### src/rtl/rr_grant_decoder.sv
// -----------------------------------------------------------------------------
// rr_grant_decoder
//
// Purpose:
//   Round-robin arbiter that shares one downstream resource among N
//   requesters. It produces a registered binary grant index and the matching
//   one-hot grant vector, which is the IDXW-to-N decode of that index. A
//   two-state FSM (IDLE/GRANT) sequences ownership. A rotating priority
//   pointer, which moves only when a grant issues, gives fairness. Every
//   change of owner passes through IDLE, so there is always a one-cycle
//   bubble between owners.
//
// Configuration macro:
//   ARB_TIMEOUT_EN - when defined, a hold counter limits one owner to
//                    MAX_HOLD consecutive GRANT cycles. After that the FSM
//                    is forced back to IDLE for a fresh arbitration. When
//                    undefined, a grant lasts for as long as the owner
//                    requests and En stays high.
//
// Ports:
//   clk           in   1     rising-edge clock
//   rst           in   1     synchronous reset, active-high
//   En            in   1     arbitration enable
//   req           in   N     per-requester request, held high while wanted
//   grant_valid   out  1     a grant is active (registered)
//   grant_idx     out  IDXW  index of the granted requester (registered)
//   grant_onehot  out  N     decode of grant_idx, all zeros when not valid
//   dbg_state_o   out  1     current FSM state (0 = IDLE, 1 = GRANT)
//   dbg_ptr_o     out  IDXW  current round-robin priority pointer
//
// Handshake:
//   A requester holds req high for as long as it wants the resource. It owns
//   the resource in every cycle in which grant_valid=1 and grant_idx equals
//   its index. Dropping req (or En) ends the grant at the next edge.
// -----------------------------------------------------------------------------
module rr_grant_decoder #(
    parameter int N        = 32,
    parameter int IDXW     = 5,
    parameter int MAX_HOLD = 16
) (
    input  logic            clk,
    input  logic            rst,
    input  logic            En,
    input  logic [N-1:0]    req,
    output logic            grant_valid,
    output logic [IDXW-1:0] grant_idx,
    output logic [N-1:0]    grant_onehot,
    output logic            dbg_state_o,
    output logic [IDXW-1:0] dbg_ptr_o
);

    localparam logic [0:0] IDLE  = 1'b0;
    localparam logic [0:0] GRANT = 1'b1;

    logic [0:0]      state_q,  state_d;
    logic [IDXW-1:0] ptr_q,    ptr_d;
    logic            valid_q,  valid_d;
    logic [IDXW-1:0] idx_q,    idx_d;
    logic [N-1:0]    onehot_q, onehot_d;

    logic            sel_found;
    logic [IDXW-1:0] sel_idx;
    logic [IDXW-1:0] cand;
    logic            hold_expired;

`ifdef ARB_TIMEOUT_EN
    localparam int HW = (MAX_HOLD > 1) ? $clog2(MAX_HOLD) : 1;

    logic [HW-1:0] hold_q, hold_d;

    // The counter reads 0 in the first GRANT cycle. Reaching MAX_HOLD-1
    // therefore means this is the MAX_HOLD-th consecutive grant cycle.
    assign hold_expired = (state_q == GRANT) && (hold_q == HW'(MAX_HOLD - 1));

    always_comb begin
        hold_d = '0;
        if (state_q == GRANT && state_d == GRANT) begin
            hold_d = hold_q + HW'(1);
        end
    end

    always_ff @(posedge clk) begin
        if (rst) begin
            hold_q <= '0;
        end else begin
            hold_q <= hold_d;
        end
    end
`else
    // MAX_HOLD has no effect in this build. The name keeps lint quiet about
    // the parameter not being used.
    localparam int unused_max_hold = MAX_HOLD;

    assign hold_expired = 1'b0;
`endif

    // Rotating search: scan ptr, ptr+1, ... and wrap through 0. N is a power
    // of two, so IDXW-bit addition wraps from N-1 to 0 without a modulo.
    always_comb begin
        sel_found = 1'b0;
        sel_idx   = '0;
        cand      = '0;
        for (int i = 0; i < N; i++) begin
            cand = ptr_q + IDXW'(i);
            if (!sel_found && req[cand]) begin
                sel_found = 1'b1;
                sel_idx   = cand;
            end
        end
    end

    always_comb begin
        state_d  = state_q;
        ptr_d    = ptr_q;
        valid_d  = valid_q;
        idx_d    = idx_q;
        onehot_d = onehot_q;
        case (state_q)
            IDLE: begin
                if (En && sel_found) begin
                    state_d  = GRANT;
                    valid_d  = 1'b1;
                    idx_d    = sel_idx;
                    onehot_d = {{(N-1){1'b0}}, 1'b1} << sel_idx;
                    ptr_d    = sel_idx + IDXW'(1);
                end else begin
                    valid_d  = 1'b0;
                    idx_d    = '0;
                    onehot_d = '0;
                end
            end
            GRANT: begin
                // A request arriving from another requester in this cycle is
                // ignored. It is arbitrated in the IDLE cycle that follows.
                if (!En || !req[idx_q] || hold_expired) begin
                    state_d  = IDLE;
                    valid_d  = 1'b0;
                    idx_d    = '0;
                    onehot_d = '0;
                end
            end
            default: begin
                state_d  = IDLE;
                valid_d  = 1'b0;
                idx_d    = '0;
                onehot_d = '0;
            end
        endcase
    end

    always_ff @(posedge clk) begin
        if (rst) begin
            state_q  <= IDLE;
            ptr_q    <= '0;
            valid_q  <= 1'b0;
            idx_q    <= '0;
            onehot_q <= '0;
        end else begin
            state_q  <= state_d;
            ptr_q    <= ptr_d;
            valid_q  <= valid_d;
            idx_q    <= idx_d;
            onehot_q <= onehot_d;
        end
    end

    assign grant_valid  = valid_q;
    assign grant_idx    = idx_q;
    assign grant_onehot = onehot_q;
    assign dbg_state_o  = state_q;
    assign dbg_ptr_o    = ptr_q;

endmodule

### config.mk
export PLATFORM = sky130hd
export DESIGN_NAME = rr_grant_decoder
export DESIGN_NICKNAME = d
export VERILOG_FILES = /design/src/rtl/rr_grant_decoder.sv
export SDC_FILE = /design/constraint.sdc
export NUM_CORES = 1
export LEC_CHECK = 0
export CAP_MARGIN = 40
export CORE_AREA = 2 2 141 143
export DETAILED_ROUTE_END_ITERATION = 10
export DIE_AREA = 0 0 143 145
export PLACE_DENSITY = 0.71
export RECOVER_POWER = 25
export SYNTH_ARGS = -nofsm -noshare
export SYNTH_HDL_FRONTEND = slang
export SYNTH_SLANG_ARGS = --single-unit
### constraint.sdc
create_clock -name clk -period 12.7 [get_ports clk]
set_clock_uncertainty 0.1 [all_clocks]
set_input_delay 3.81 -clock clk [delete_from_list [all_inputs] [get_ports clk]]
set_output_delay 3.81 -clock clk [all_outputs]
set_load 0.02 [all_outputs]
# Word-level counts from Yosys, hierarchy flattened
# Cells that the tools add are included.
[totals]
reg_bits = 44
input_bits = 35
output_inout_bits = 44
word_cells = 281
[classes]
add_sub_neg = 32
magnitude_cmp = 33
eq_ne = 1
shift = 1
n_mux = 141
n_bitwise = 1
n_reduce_logical = 67
[op_table]
columns = ["operator", "n"]
rows = [
  ["5-bit by 6-bit less-than comparator with 1-bit output, second input constant", 33],
  ["5-bit two-way mux", 34],
  ["1-bit binary-select mux with 5-bit select", 33],
  ["5-bit adder, second input constant", 16],
  ["1-bit two-way mux", 68],
  ["32-bit two-way mux", 2],
  ["32-bit one-hot mux with 2 select lines", 1],
  ["5-bit by 4-bit adder with 5-bit output, second input constant", 8],
  ["1-bit logical NOT", 33],
  ["1-bit logical AND", 32],
  ["1-bit by 5-bit left shift with 32-bit output, first input constant", 1],
  ["5-bit by 3-bit adder with 5-bit output, second input constant", 4],
  ["5-bit by 1-bit adder with 5-bit output, second input constant", 2],
  ["5-bit by 2-bit adder with 5-bit output, second input constant", 2],
  ["5-bit one-hot mux with 2 select lines", 1],
  ["1-bit one-hot mux with 2 select lines", 2],
  ["2-bit by 1-bit != test with 1-bit output, second input constant", 1],
  ["2-bit AND reduction", 1],
  ["1-bit logical OR", 1],
  ["1-bit inverter", 1],
]

# Depth between registers and ports, before layout
[logic_depth]
word_depth = 99
ltp_mapped = 27
mapped_depth_nobuf = 19

# Least setup slack after synthesis
# No wires, ideal clock.
[synth_path]
path_type = "input to register"
from = "input req[30]"
to = "register onehot_q[25] (netlist: grant_onehot[25])"
setup_ns = 0.117
arrival_ns = 7.816
required_ns = 12.483
setup_slack_ns = 4.666
cell_stages = 18
path_buffers = 2
path_cell_list = "mux4_2 > mux4_2 > mux2_2 > nor2b_1 > nand4_1 > or3_4 > buf_6 > or4_1 > o31ai_1 > a221oi_1 > a31oi_1 > nor2_1 > a21oi_1 > inv_1 > ha_1 > nor2b_1 > buf_1 > a32o_1"
[synth_via]
elab_chain_cells = 99
elab_cells_between_ends = 199
[synth_rtl]
columns = ["element", "line", "text"]
rows = [
  ["from (decl)", "44", "input logic [N-1:0] req,"],
  ["1-bit binary-select mux with 5-bit select", "105", "if (!sel_found && req[cand]) begin"],
  ["1-bit two-way mux (implied by the code)", "105", ""],
  ["1-bit two-way mux", "105", ""],
  ["1-bit logical NOT", "105", ""],
  ["1-bit logical AND", "105", ""],
  ["1-bit two-way mux", "105", ""],
  ["1-bit logical NOT", "105", ""],
  ["1-bit logical AND", "105", ""],
  ["[83 not listed]", "-", ""],
  ["1-bit logical AND", "105", ""],
  ["1-bit two-way mux", "105", ""],
  ["1-bit logical NOT", "105", ""],
  ["1-bit logical AND", "105", ""],
  ["5-bit two-way mux / 1-bit two-way mux (equally long branches)", "105", ""],
  ["1-bit by 5-bit left shift with 32-bit output / 1-bit logical AND (equally long branches)", "124, 120", ""],
  ["32-bit two-way mux", "120", "if (En && sel_found) begin"],
  ["32-bit one-hot mux with 2 select lines", "118", "case (state_q)"],
  ["to (signal assigned)", "163", "onehot_q <= onehot_d;"],
  ["to (decl)", "59", "logic [N-1:0] onehot_q, onehot_d;"],
]
# Several ways; a longest one is shown, not always the timed one. The select of a mux whose other input is x is not followed.
# A chain may end at the register's enable or synchronous reset.

# Worst setup path in the final report
[layout_path]
from = "input req[0]"
to = "register onehot_q[17] (netlist: grant_onehot[17])"
# Same word-level chain as after synthesis.

==> impl_metrics.yaml <==
run_status:
  status: "finished, final reports clean"
floorplanning:
  die_x_um: 143
  num_io_pins: 79
  dieArea_um2: 20700
  die_y_um: 145
  core_um2: 19200
  initial_core_util: 0.473
  num_rows: 51
clocking:
  clk_path_buf_depth: 2
  cts_num_sinks: 44
  cts_setup_buffers: 0
  hold_buffers: 0
  clock_latency_ns: 0.29
  root_buffer: "clkbuf_16"
  cts_tree: "done"
  cts_made_buffers: 5
  cts-htree-levels: 2
  cts_resized: 0
  clk_pin_slew_ns: 0.06
sta:
  hold_viol_final: 0
  relSlewSlack: 0.332
  setup_viol: 0
  finalSetupTns_ns: 0
  fmax_ghz: 0.0987
  drv_slew: 0
  tightest_slew_ns: 0.974
  period_needed_ns: 10.13
  rsz0062_at_grt: "no"
  layout_setup_ws_ns: 2.57
  period_share: 0.797
placement:
  placedCellCount: 1263
  dp_hpwl_um: 26400
  gp_congestion: 1.04
  pre_cts_slack_ns: 2.48
  portBuffers: 78
global_route:
  grt_pass1_wl_um: 53000
  grt_util_all_layers: 0.330
  grt_pass1_vias: 8747
  grt_start_max_net_pins: 49
  antenna_found_initial: 0
  grt_overflow: 0
worst_setup_path:
  critPathMaxFanout: 12
  crit_required_ns: 12.83
  path_class: "input port to flop"
  arrival_ns: 10.26
  slowest_delay_ns: 0.73
  critPathSlowestCell: "or3_4"
  worstSetupEndpointType: "flop"
  path_cells: "clkdlybuf4s50_1 > mux4_2 > mux4_2 > mux2i_1 > nor2b_1 > nand4_1 > or3_4 > or4_4 > nor4b_1 > o32ai_1 > a22oi_1 > nor2_1 > a21oi_1 > inv_1 > ha_1 > nor2b_1 > a32o_1"
  rrSetupSlack_ns: 5.11
  cp-start-kind: "input port"
yosys:
  synth_top_cell_area_share: 0.238
  yosysUniqueCellTypes: 102
  yosys-top-cells-area: "mux4_2 24%, dfxtp_1 9.7%, mux2i_1 7.8%"
  synth_nets: 1018
  synth_flop_cell: "dfxtp_1"
  yosys_register_bits: 44
  synth-edff-count: 0
  synth_top_cell_by_area: "mux4_2"
  ys_seq_area_frac: 0.0970
  syn_area_per_cell_um2: 9.40
  syn_area_um2: 9080
  synth_cells: 966
  synthArstFlopShare: 0
  yosysWarnings: 0
worst_hold_path:
  hold_class: "flop to flop"
final_layout:
  nets: 1057
  drive_gt1_frac: 0.207
  diodes: 0
  area_growth_pct: 12.2
  layout_commonest_cell: "mux4_2"
  layout_common_cells: "96 x mux4_2, 86 x nand2_1, 71 x mux2i_1, 71 x nor2_1, 56 x clkdlybuf4s50_1"
  instances_no_fill: 1271
detailed_routing:
  viasPerCell: 7.29
  wl_per_cell_um: 27.3
  antenna_left: 0
  drt-met1-wl_um: 13300
  firstDrtPassIters: 8
  topRoutingLayerUsed: "met4"
  drt-initial-drc-count: 1277
  routed-wl-met2_um: 14800
  routed-wl-met3_um: 4130
  drc: 0
  vias: 9264
  drt-total-wl_um: 34600
job:
  maxCapViolations: 0
[logic make-up after synthesis]
| group | Yosys count | synth area share |
|---|---|---|
| AO/OA/AOI/OAI | 269 | 0.232 |
| flip-flops | 44 | 0.0970 |
| AND/OR/NAND/NOR | 293 | 0.177 |
| XOR/XNOR | 32 | 0.0334 |
| multiplexers | 212 | 0.381 |
| adder cells (fa/ha/maj) | 17 | 0.0234 |
| buffers and inverters | 99 | 0.0562 |
[routing by layer]
metal / global-route usage / up-vias
li1: - / 3974
met1: 0.451 / 4436
met2: 0.478 / 696
met3: 0.0805 / 158
met4: 0.181 / 0
met5: 0 / -
[synthesized netlist by cell type, types with 5 or more instances]
cell type / number
mux4_2: 96
nand2_1: 86
mux2i_1: 71
nor2_1: 71
a21oi_1: 45
o21ai_0: 45
dfxtp_1: 44
a32o_1: 33
clkbuf_1: 31
xnor2_1: 24
inv_1: 23
nand3_1: 23
mux2_2: 22
buf_2: 21
ha_1: 17
nor3_1: 16
mux2_1: 15
o211ai_1: 15
nor2b_1: 14
a211oi_1: 10
and3_1: 10
nand2b_1: 10
and2_1: 9
o22ai_1: 9
a22oi_1: 8
a32oi_1: 8
a31oi_1: 7
buf_6: 7
o21a_1: 7
o221ai_1: 7
a21boi_0: 6
a22o_1: 6
buf_1: 6
nor4_1: 6
o31ai_1: 6
inv_2: 5
xor2_1: 5
[worst max-delay path, delay by kind of cell]
kind / cells / cell delay [ns]
buffers and inverters: 2 / 0.68
and+or+nand+nor: 7 / 3.12
adders and majority gates: 1 / 0.14
AOI/OAI and AO/OA: 4 / 0.70
muxes: 3 / 1.79
[layout make-up]
cell class / count / area [um^2]
clock buffer: 6 / 150
tap: 265 / 332
timing repair buffer: 103 / 1000
clock inverter: 2 / 16.3
fill: 1764 / 9020
sequential: 44 / 886
inverter: 28 / 105
multi-input combinational: 823 / 7690
[final timing paths]
check                                  start          endpoint  cells past startpoint
worst max-delay path                  req[0]  grant_onehot[17]                     17
worst min-delay path             grant_valid       grant_valid                      1
worst max register to register  dbg_ptr_o[1]  grant_onehot[17]                     17
worst min register to register   grant_valid       grant_valid                      1
[sequential cells by signal, indices dropped and copies added, names as in the netlist]
signal / cells
grant_onehot: 32
dbg_ptr_o: 5
grant_idx: 5
dbg_state_o: 1
grant_valid: 1
[stage by stage]
step | area, um^2 | hold slack [ns] | util
floorplan | 9080 | 0.451 | -
CTS | 10200 | 0.373 | 0.530
finish | 10200 | 0.366 | 0.530
global placement | 9950 | 0.354 | 0.518
global route | 10200 | 0.386 | 0.530
detailed placement | 10000 | 0.356 | 0.522
Power is not shown: default switching activity piles up to over one toggle a cycle in this logic, so the estimate is an artifact.
